**config.mk**
```make
export PLATFORM = sky130hd
export DESIGN_NAME = mem_stage
export DESIGN_NICKNAME = d
export VERILOG_FILES = /design/src/rtl/mem_stage_pkg.sv /design/src/rtl/mem_lsu_align.sv /design/src/rtl/mem_stage.sv
export SDC_FILE = /design/constraint.sdc
export NUM_CORES = 1
export LEC_CHECK = 0
export ABC_AREA = 1
export BUFFER_PORTS_ARGS = -buffer_cell sky130_fd_sc_hd__buf_2
export CAP_MARGIN = 5
export CELL_PAD_IN_SITES_DETAIL_PLACEMENT = 0
export CELL_PAD_IN_SITES_GLOBAL_PLACEMENT = 2
export CORE_ASPECT_RATIO = 1.5
export CORE_MARGIN = 2
export CORE_UTILIZATION = 26
export DETAILED_ROUTE_END_ITERATION = 7
export GPL_ROUTABILITY_DRIVEN = 0
export PLACE_DENSITY_LB_ADDON = 0.1
export SLEW_MARGIN = 20
export SYNTH_ARGS = -nofsm -noshare
export SYNTH_HDL_FRONTEND = slang
export SYNTH_SLANG_ARGS = --single-unit
export TNS_END_PERCENT = 10
```
**constraint.sdc**
```tcl
create_clock -name clk -period 2.8 [get_ports clk]
set_clock_uncertainty 0.2 [all_clocks]
set_input_delay 0.14 -clock clk [delete_from_list [all_inputs] [get_ports clk]]
set_output_delay 0.14 -clock clk [all_outputs]
set_load 0.1 [all_outputs]
```
**src/rtl/mem_stage_pkg.sv**
```systemverilog
// Shared definitions for the memory-access stage.
//
// Contents:
//   XLEN / PC_WIDTH / REG_IDX_WIDTH / STRB_WIDTH   datapath widths
//   FUNCT3_*                                       load/store funct3 encodings
//   SIZE_*                                         access size decoded from funct3[1:0]
//   mem_st_e                                       bus-access FSM state
//   is_misaligned()                                natural-alignment check for an access
//
// The lane logic assumes a 32-bit data bus (four byte lanes).

package mem_stage_pkg;

    localparam int unsigned XLEN          = 32;
    localparam int unsigned PC_WIDTH      = 32;
    localparam int unsigned REG_IDX_WIDTH = 5;
    localparam int unsigned STRB_WIDTH    = XLEN / 8;

    localparam logic [2:0] FUNCT3_LB  = 3'b000;
    localparam logic [2:0] FUNCT3_LH  = 3'b001;
    localparam logic [2:0] FUNCT3_LW  = 3'b010;
    localparam logic [2:0] FUNCT3_LBU = 3'b100;
    localparam logic [2:0] FUNCT3_LHU = 3'b101;
    localparam logic [2:0] FUNCT3_SB  = 3'b000;
    localparam logic [2:0] FUNCT3_SH  = 3'b001;
    localparam logic [2:0] FUNCT3_SW  = 3'b010;

    // funct3[1:0] carries the access size; funct3[2] selects zero-extension.
    localparam logic [1:0] SIZE_B = 2'b00;
    localparam logic [1:0] SIZE_H = 2'b01;
    localparam logic [1:0] SIZE_W = 2'b10;

    typedef enum logic [1:0] {
        StIdle = 2'd0,
        StReq  = 2'd1,
        StWait = 2'd2
    } mem_st_e;

    function automatic logic is_misaligned(input logic [1:0] size, input logic [1:0] addr_lo);
        logic mis;
        case (size)
            SIZE_H:  mis = addr_lo[0];
            SIZE_W:  mis = (addr_lo != 2'b00);
            default: mis = 1'b0;
        endcase
        return mis;
    endfunction

endpackage

```
**src/rtl/mem_lsu_align.sv**
```systemverilog
// Combinational load/store lane alignment.
//
// Ports:
//   funct3_i      access size / signedness
//   addr_lo_i     effective address bits [1:0]
//   sdata_i       store data (rs2)
//   rdata_i       load word from the bus
//   wdata_o       store data replicated onto every lane of its size
//   wstrb_o       byte-write strobes for the access
//   ldata_o       selected byte/half/word, sign- or zero-extended
//   misaligned_o  access is not naturally aligned
//
// Halfword lanes are chosen by addr[1] only and word accesses ignore addr[1:0], so a
// misaligned access that is not trapped upstream still hits a well-defined lane.

module mem_lsu_align
    import mem_stage_pkg::*;
(
    input  logic [2:0]            funct3_i,
    input  logic [1:0]            addr_lo_i,
    input  logic [XLEN-1:0]       sdata_i,
    input  logic [XLEN-1:0]       rdata_i,
    output logic [XLEN-1:0]       wdata_o,
    output logic [STRB_WIDTH-1:0] wstrb_o,
    output logic [XLEN-1:0]       ldata_o,
    output logic                  misaligned_o
);

    logic [7:0]  byte_sel;
    logic [15:0] half_sel;
    logic        sign_en;

    assign byte_sel = rdata_i[{addr_lo_i, 3'b000} +: 8];
    assign half_sel = rdata_i[{addr_lo_i[1], 4'b0000} +: 16];
    assign sign_en  = ~funct3_i[2];

    always_comb begin
        wdata_o = sdata_i;
        wstrb_o = '1;
        ldata_o = rdata_i;
        case (funct3_i[1:0])
            SIZE_B: begin
                wdata_o = {(XLEN / 8){sdata_i[7:0]}};
                wstrb_o = STRB_WIDTH'(1) << addr_lo_i;
                ldata_o = {{(XLEN - 8){byte_sel[7] & sign_en}}, byte_sel};
            end
            SIZE_H: begin
                wdata_o = {(XLEN / 16){sdata_i[15:0]}};
                wstrb_o = STRB_WIDTH'(3) << {addr_lo_i[1], 1'b0};
                ldata_o = {{(XLEN - 16){half_sel[15] & sign_en}}, half_sel};
            end
            default: ;
        endcase
    end

    assign misaligned_o = is_misaligned(funct3_i[1:0], addr_lo_i);

endmodule

```
**src/rtl/mem_stage.sv**
```systemverilog
// Memory-access stage: issues loads/stores over a req/gnt/rvalid data bus, aligns load
// data and registers the MEM/WB outputs consumed by writeback. Upstream is stalled while
// a bus access is outstanding.
//
// Parameters:
//   BUS_TIMEOUT  cycles allowed in REQ+WAIT before the access is abandoned (0 = no watchdog)
//
// Configuration macro:
//   MISALIGN_TRAP_EN  when defined, misaligned H/W accesses skip the bus, pulse
//                     mem_misalign_o and retire as a bubble; otherwise low address bits
//                     are ignored and mem_misalign_o is tied 0.
//
// Ports:
//   clk, rst                   clock; synchronous active-high reset
//   ex_mem_*_i                 instruction fields from the EX/MEM register
//   mem_stall_o                hold EX/MEM and earlier stages
//   mem_bus_err_o              1-cycle pulse when the watchdog abandons an access
//   mem_misalign_o             1-cycle pulse on a trapped misaligned access
//   dmem_*                     data-memory bus (req/we/addr/wdata/wstrb out; gnt/rvalid/rdata in)
//   mem_wb_*_o                 MEM/WB register: pc, ALU writeback, load writeback

module mem_stage
    import mem_stage_pkg::*;
#(
    parameter int unsigned BUS_TIMEOUT = 255
) (
    input  logic                     clk,
    input  logic                     rst,
    input  logic                     ex_mem_valid_i,
    input  logic [PC_WIDTH-1:0]      ex_mem_pc_i,
    input  logic [REG_IDX_WIDTH-1:0] ex_mem_rd_idx_i,
    input  logic                     ex_mem_rd_en_i,
    input  logic [XLEN-1:0]          ex_mem_alu_res_i,
    input  logic                     ex_mem_load_i,
    input  logic                     ex_mem_store_i,
    input  logic [2:0]               ex_mem_funct3_i,
    input  logic [XLEN-1:0]          ex_mem_sdata_i,
    output logic                     mem_stall_o,
    output logic                     mem_bus_err_o,
    output logic                     mem_misalign_o,
    output logic                     dmem_req_o,
    output logic                     dmem_we_o,
    output logic [XLEN-1:0]          dmem_addr_o,
    output logic [XLEN-1:0]          dmem_wdata_o,
    output logic [STRB_WIDTH-1:0]    dmem_wstrb_o,
    input  logic                     dmem_gnt_i,
    input  logic                     dmem_rvalid_i,
    input  logic [XLEN-1:0]          dmem_rdata_i,
    output logic [PC_WIDTH-1:0]      mem_wb_pc_o,
    output logic                     mem_wb_ex_rd_en_o,
    output logic [REG_IDX_WIDTH-1:0] mem_wb_ex_rd_idx_o,
    output logic [XLEN-1:0]          mem_wb_ex_wdata_o,
    output logic                     mem_wb_mem_rd_en_o,
    output logic [REG_IDX_WIDTH-1:0] mem_wb_mem_rd_idx_o,
    output logic [XLEN-1:0]          mem_wb_mem_wdata_o
);

    localparam int unsigned CntW = (BUS_TIMEOUT > 1) ? $clog2(BUS_TIMEOUT + 1) : 1;
    // Abandon in the BUS_TIMEOUT-th cycle spent in REQ+WAIT (counter starts at 0 in REQ).
    localparam logic [CntW-1:0] CntLast = CntW'((BUS_TIMEOUT == 0) ? 0 : BUS_TIMEOUT - 1);
    localparam logic WdEn = (BUS_TIMEOUT != 0);

    mem_st_e state_q, state_d;
    logic [CntW-1:0] cnt_q, cnt_d;
    logic req_q, req_d;
    logic we_q, we_d;
    logic [XLEN-1:0] addr_q, addr_d;
    logic [XLEN-1:0] wdata_q, wdata_d;
    logic [STRB_WIDTH-1:0] wstrb_q, wstrb_d;
    logic bus_err_q, bus_err_d;

    logic [PC_WIDTH-1:0] wb_pc_q, wb_pc_d;
    logic wb_ex_en_q, wb_ex_en_d;
    logic [REG_IDX_WIDTH-1:0] wb_ex_idx_q, wb_ex_idx_d;
    logic [XLEN-1:0] wb_ex_wdata_q, wb_ex_wdata_d;
    logic wb_mem_en_q, wb_mem_en_d;
    logic [REG_IDX_WIDTH-1:0] wb_mem_idx_q, wb_mem_idx_d;
    logic [XLEN-1:0] wb_mem_wdata_q, wb_mem_wdata_d;

    logic mem_op;
    logic is_store;
    logic done;
    logic abandon;
    logic trap;
    logic retire;
    logic [XLEN-1:0] al_wdata;
    logic [STRB_WIDTH-1:0] al_wstrb;
    logic [XLEN-1:0] al_ldata;
    logic misaligned;

    mem_lsu_align u_align (
        .funct3_i     (ex_mem_funct3_i),
        .addr_lo_i    (ex_mem_alu_res_i[1:0]),
        .sdata_i      (ex_mem_sdata_i),
        .rdata_i      (dmem_rdata_i),
        .wdata_o      (al_wdata),
        .wstrb_o      (al_wstrb),
        .ldata_o      (al_ldata),
        .misaligned_o (misaligned)
    );

    assign mem_op   = ex_mem_valid_i & (ex_mem_load_i | ex_mem_store_i);
    // Load wins when both load and store are flagged.
    assign is_store = ex_mem_store_i & ~ex_mem_load_i;
    assign done     = (state_q == StWait) & dmem_rvalid_i;
    // A response arriving in the timeout cycle still completes the access.
    assign abandon  = WdEn & (state_q != StIdle) & (cnt_q == CntLast) & ~done;

`ifdef MISALIGN_TRAP_EN
    logic misalign_q, misalign_d;

    assign trap = mem_op & (state_q == StIdle) & misaligned;

    always_comb begin
        misalign_d = trap;
    end

    always_ff @(posedge clk) begin
        if (rst) begin
            misalign_q <= 1'b0;
        end else begin
            misalign_q <= misalign_d;
        end
    end

    assign mem_misalign_o = misalign_q;
`else
    logic unused_misaligned;

    assign trap              = 1'b0;
    assign unused_misaligned = misaligned;
    assign mem_misalign_o    = 1'b0;
`endif

    assign mem_stall_o = mem_op & ~done & ~abandon & ~trap;
    assign retire      = ex_mem_valid_i & ~mem_stall_o & ~abandon & ~trap;

    // Bus-access FSM and request registers.
    always_comb begin
        state_d   = state_q;
        we_d      = we_q;
        addr_d    = addr_q;
        wdata_d   = wdata_q;
        wstrb_d   = wstrb_q;
        bus_err_d = abandon;

        unique case (state_q)
            StIdle: begin
                if (mem_op && !trap) begin
                    state_d = StReq;
                    we_d    = is_store;
                    addr_d  = {ex_mem_alu_res_i[XLEN-1:2], 2'b00};
                    wdata_d = al_wdata;
                    wstrb_d = is_store ? al_wstrb : '0;
                end
            end
            StReq: begin
                if (abandon) begin
                    state_d = StIdle;
                end else if (dmem_gnt_i) begin
                    state_d = StWait;
                end
            end
            StWait: begin
                if (done || abandon) begin
                    state_d = StIdle;
                end
            end
            default: state_d = StIdle;
        endcase

        // Counter spans REQ and WAIT together and restarts on every return to IDLE.
        cnt_d = '0;
        if (WdEn && state_q != StIdle && state_d != StIdle) begin
            cnt_d = cnt_q + 1'b1;
        end

        req_d = (state_d == StReq);
    end

    // MEM/WB register: bubble (all zero) unless an instruction retires this cycle.
    always_comb begin
        wb_pc_d        = '0;
        wb_ex_en_d     = 1'b0;
        wb_ex_idx_d    = '0;
        wb_ex_wdata_d  = '0;
        wb_mem_en_d    = 1'b0;
        wb_mem_idx_d   = '0;
        wb_mem_wdata_d = '0;
        if (retire) begin
            wb_pc_d       = ex_mem_pc_i;
            wb_ex_en_d    = ex_mem_rd_en_i & ~mem_op;
            wb_ex_idx_d   = ex_mem_rd_idx_i;
            wb_ex_wdata_d = ex_mem_alu_res_i;
            if (mem_op && ex_mem_load_i) begin
                wb_mem_en_d    = 1'b1;
                wb_mem_idx_d   = ex_mem_rd_idx_i;
                wb_mem_wdata_d = al_ldata;
            end
        end
    end

    always_ff @(posedge clk) begin
        if (rst) begin
            state_q        <= StIdle;
            cnt_q          <= '0;
            req_q          <= 1'b0;
            we_q           <= 1'b0;
            addr_q         <= '0;
            wdata_q        <= '0;
            wstrb_q        <= '0;
            bus_err_q      <= 1'b0;
            wb_pc_q        <= '0;
            wb_ex_en_q     <= 1'b0;
            wb_ex_idx_q    <= '0;
            wb_ex_wdata_q  <= '0;
            wb_mem_en_q    <= 1'b0;
            wb_mem_idx_q   <= '0;
            wb_mem_wdata_q <= '0;
        end else begin
            state_q        <= state_d;
            cnt_q          <= cnt_d;
            req_q          <= req_d;
            we_q           <= we_d;
            addr_q         <= addr_d;
            wdata_q        <= wdata_d;
            wstrb_q        <= wstrb_d;
            bus_err_q      <= bus_err_d;
            wb_pc_q        <= wb_pc_d;
            wb_ex_en_q     <= wb_ex_en_d;
            wb_ex_idx_q    <= wb_ex_idx_d;
            wb_ex_wdata_q  <= wb_ex_wdata_d;
            wb_mem_en_q    <= wb_mem_en_d;
            wb_mem_idx_q   <= wb_mem_idx_d;
            wb_mem_wdata_q <= wb_mem_wdata_d;
        end
    end

    assign dmem_req_o          = req_q;
    assign dmem_we_o           = we_q;
    assign dmem_addr_o         = addr_q;
    assign dmem_wdata_o        = wdata_q;
    assign dmem_wstrb_o        = wstrb_q;
    assign mem_bus_err_o       = bus_err_q;
    assign mem_wb_pc_o         = wb_pc_q;
    assign mem_wb_ex_rd_en_o   = wb_ex_en_q;
    assign mem_wb_ex_rd_idx_o  = wb_ex_idx_q;
    assign mem_wb_ex_wdata_o   = wb_ex_wdata_q;
    assign mem_wb_mem_rd_en_o  = wb_mem_en_q;
    assign mem_wb_mem_rd_idx_o = wb_mem_idx_q;
    assign mem_wb_mem_wdata_o  = wb_mem_wdata_q;

endmodule

```
==> metrics.log <==
INFO  metric total_via_count_after_detailed_routing = 6856
INFO  metric initial_utilization = 26.4%
INFO  metric flow.area_growth_from_synthesis = 64.8%
INFO  metric pin_count_of_the_biggest_net_entering_global_routing = 117
INFO  metric slew_headroom = 49.2%
INFO  metric floorplan.rows = 71
INFO  metric worst-setup-path-type = flip-flop to flip-flop
INFO  metric drt-pass1-iter-count = 4
INFO  metric floorplan.die_area = 26600 µm²
INFO  metric wire_length_of_the_first_global_routing_pass = 36800 µm
INFO  metric postRouteAntennaNets = 0
INFO  metric synth.most_common_cell = sky130_fd_sc_hd__dfxtp_1
INFO  metric synth_area_leaders = sky130_fd_sc_hd__dfxtp_1, sky130_fd_sc_hd__nand2_1, sky130_fd_sc_hd__nor2_1, sky130_fd_sc_hd__inv_1, sky130_fd_sc_hd__a21oi_1
INFO  metric share_of_layout_cells_above_drive_strength_1 = 28.2%
INFO  metric pin_count = 325
INFO  metric hold_removal_path_class = input pin to flip-flop
INFO  metric clkPwrFrac = 34.1%
INFO  metric critPathLaunchType = flip-flop
INFO  metric root_buffer_selected_by_cts = sky130_fd_sc_hd__clkbuf_16
INFO  metric yosys-top-cells-count = sky130_fd_sc_hd__dfxtp_1, sky130_fd_sc_hd__nand2_1, sky130_fd_sc_hd__nor2_1
INFO  metric diodes = 0
INFO  metric post_layout_nonfiller_instances = 1650
INFO  metric critical_path.endpoint_type = flip-flop
INFO  metric die_span_x = 134 µm
INFO  metric grt_antenna_before_repair = 0
INFO  metric cts_max_path_buffers = 2
INFO  metric clk-insertion-delay-late = 0.43 ns
INFO  metric report.final.setup_viol = 0
INFO  metric timing_worst_slew_pin_value = 0.760 ns
INFO  metric initialDrtViolationCount = 317
INFO  metric timing.critical_path.slowest_stage_cell = sky130_fd_sc_hd__dlygate4sd3_1
INFO  metric swShare = 35.7%
INFO  metric maxClockFrequency = 397 MHz
INFO  metric cts_setup_buffers = 0
INFO  metric timing.final.crit_share = 90.0%
INFO  metric intPower = 4.69 mW
INFO  metric maxCapViolations = 0
INFO  metric placement.setup.worst_slack = 0.526 ns
INFO  metric cp_top_family = buffers and inverters
INFO  metric core = 25000 µm²
INFO  metric post_synthesis_average_cell_area = 7.97 µm²
INFO  metric netSwitchingPower = 2.60 mW
INFO  metric postSynthCellCount = 825
INFO  metric synth_top_cell_by_area = sky130_fd_sc_hd__dfxtp_1
INFO  metric post-route-worst-setup-slack = 0.279 ns
INFO  metric worst_setup_hold_path_clk_slew = 0.07 ns
INFO  metric dieHeight = 199 µm
INFO  metric dp_hpwl = 17100 µm
INFO  metric route.detailed.drc = 0
INFO  metric critPathMostFrequentCell = sky130_fd_sc_hd__nand3_1
INFO  metric buffer_ports.inserted = 321
INFO  metric tritoncts = done
INFO  metric tritoncts_num_sinks = 187
INFO  metric power_frac_seq = 39.1%
INFO  metric critical_path_arrival = 2.64 ns
INFO  metric tritoncts.num_buffers = 17
INFO  metric run_status = completed
INFO  metric globalRouteOverflowTotal = 0
INFO  metric hold-worst-slack = 0.0567 ns
INFO  metric vdd_drop_max = 0.000402 V
INFO  metric slew_violations = 0
INFO  metric timing.critical_path.cells = inv_1, ha_1, nand3_1, nor2_1, nand3_1, nand4_4, buf_6, nor3b_1, dlygate4sd3_1
INFO  metric grt_use_total = 17.9%
INFO  metric hold_violations = 0
INFO  metric pwr-share-comb = 26.8%
INFO  metric timing.critical_path.slowest_cell_delay = 0.58 ns
INFO  metric powerDensity = 672 nW/µm²
INFO  metric worst_ep_required_time = 2.91 ns
INFO  metric grt_setup_unrepaired = false
INFO  metric synth_largest_type_area_fraction = 56.9%
INFO  metric routed_wirelength = 24300 µm
INFO  metric synth_edf_count = 0
INFO  metric synth-async-reset-ratio = 0%
INFO  metric htree_num_levels = 4
INFO  metric yosys_warnings = 0
INFO  metric routed_vias_inst = 4.16
INFO  metric static-leakage-power = 5.75 nW
INFO  metric yosysSeqAreaShare = 56.9%
INFO  metric period_needed = 2.52 ns
INFO  metric postSynthRegisterBits = 187
INFO  metric ys.flop_type = sky130_fd_sc_hd__dfxtp_1
INFO  metric via_count_of_the_first_global_routing_pass = 6711
INFO  metric drt-wirelength-per-cell = 14.7 µm
INFO  metric synth.lib_cells_used.distinct = 29
INFO  metric worst-path-buf-inv = 3
INFO  metric number_of_cells_after_detailed_placement = 1440
INFO  metric aggregate_negative_setup_slack = 0 ns
INFO  metric mappedNetlistArea = 6580 µm²
INFO  metric cp_max_fo = 70
INFO  metric finish.net_count = 1455
-- per-layer routing --
layer  up-vias  track usage, %  share of wire, %
met5         -               0                 0
met4         0            7.05               2.3
met3        30            4.71               5.8
met2       225            32.0                51
met1      3060            20.3                41
li1       3541               -                 -
-- logic make-up after synthesis --
logic type	count (synthesis)	synth area share (%)
adders and majority gates	2	0.380
AOI/OAI and AO/OA	152	12.1
and+or+nand+nor	327	20.3
buffers and inverters	150	9.47
xor gates and xnor gates	6	0.799
DFF	187	56.9
other	1	0.0570
-- power by group through the flow --
stage                     clock (mW)  combinational, mW  sequential (mW)
after floorplan                    0              0.352             3.91
after global placement             0               1.73             2.91
after detailed placement           0               1.73             2.91
after CTS                       2.59               1.96             2.85
after global routing            2.70               2.05             2.87
final                           2.49               1.95             2.85
-- stage by stage --
step	total power, mW	utilization (%)	cell area [µm²]
after global routing	7.62	43.4	10800
after global placement	4.64	33.9	8450
after detailed placement	4.64	33.9	8450
after CTS	7.40	43.4	10800
after floorplan	4.27	-	6590
final	7.29	43.4	10800
-- state kept, by name (all words and copies together) (netlist names) --
register	cells
mem_wb_ex_wdata_o	32
mem_wb_pc_o	32
mem_wb_ex_rd_en_o	1
dmem_req_o	1
dmem_wdata_o	32
cnt_q	8
dmem_we_o	1
mem_wb_mem_rd_en_o	1
mem_wb_mem_wdata_o	32
dmem_wstrb_o	4
state_q	2
mem_wb_mem_rd_idx_o	5
mem_wb_ex_rd_idx_o	5
mem_bus_err_o	1
dmem_addr_o	30
-- layout make-up --
type | count | area, µm²
multi-input combinational | 490 | 2220
fill | 2644 | 14100
inverter | 105 | 394
clock buffer | 19 | 433
timing repair buffer | 508 | 3470
tap | 328 | 410
sequential | 187 | 3740
clock inverter | 13 | 166
-- final timing paths --
path | start | endpoint | slack [ns] | cells past startpoint
min | ex_mem_alu_res_i[1] | mem_wb_ex_wdata_o[1]$_SDFF_PP0_ | 0.06 | 3
min reg2reg | cnt_q[0]$_SDFF_PP0_ | cnt_q[0]$_SDFF_PP0_ | 0.27 | 1
max | cnt_q[0]$_SDFF_PP0_ | mem_wb_ex_rd_en_o$_SDFF_PP0_ | 0.28 | 9
max reg2reg | cnt_q[0]$_SDFF_PP0_ | mem_wb_ex_rd_en_o$_SDFF_PP0_ | 0.28 | 9
-- repair_timing --
| item | 4_1_cts | 5_1_grt |
|---|---|---|
| resized for setup | 0 | 2 |
| hold buffers | 178 | 0 |
| endpoints found under the hold margin | 178 | 0 |
| setup endpoints to repair | 0 | 14 |
-- cells in the final DEF, fill, tap and decap left out, drive strengths merged, types with 2 or more instances in the layout --
cell type	synthesis	layout
a21oi	73	73
a31oi	9	9
buf	33	330
bufinv	0	3
clkbuf	12	19
clkinv	3	7
clkinvlp	0	3
conb	1	3
dfxtp	187	187
dlygate4sd3	0	177
ha	2	2
inv	102	105
nand2	159	159
nand3	44	44
nand4	2	2
nor2	118	118
nor3	2	2
o21ai	66	66
xnor2	2	2
xor2	4	4
-- worst min-delay path: cells and delay by family --
kind,cells,cell delay (ns)
and+or+nand+nor,1,0.07
buffers and inverters,2,0.41
No activity file was read; power rests on OpenSTA's default activity.
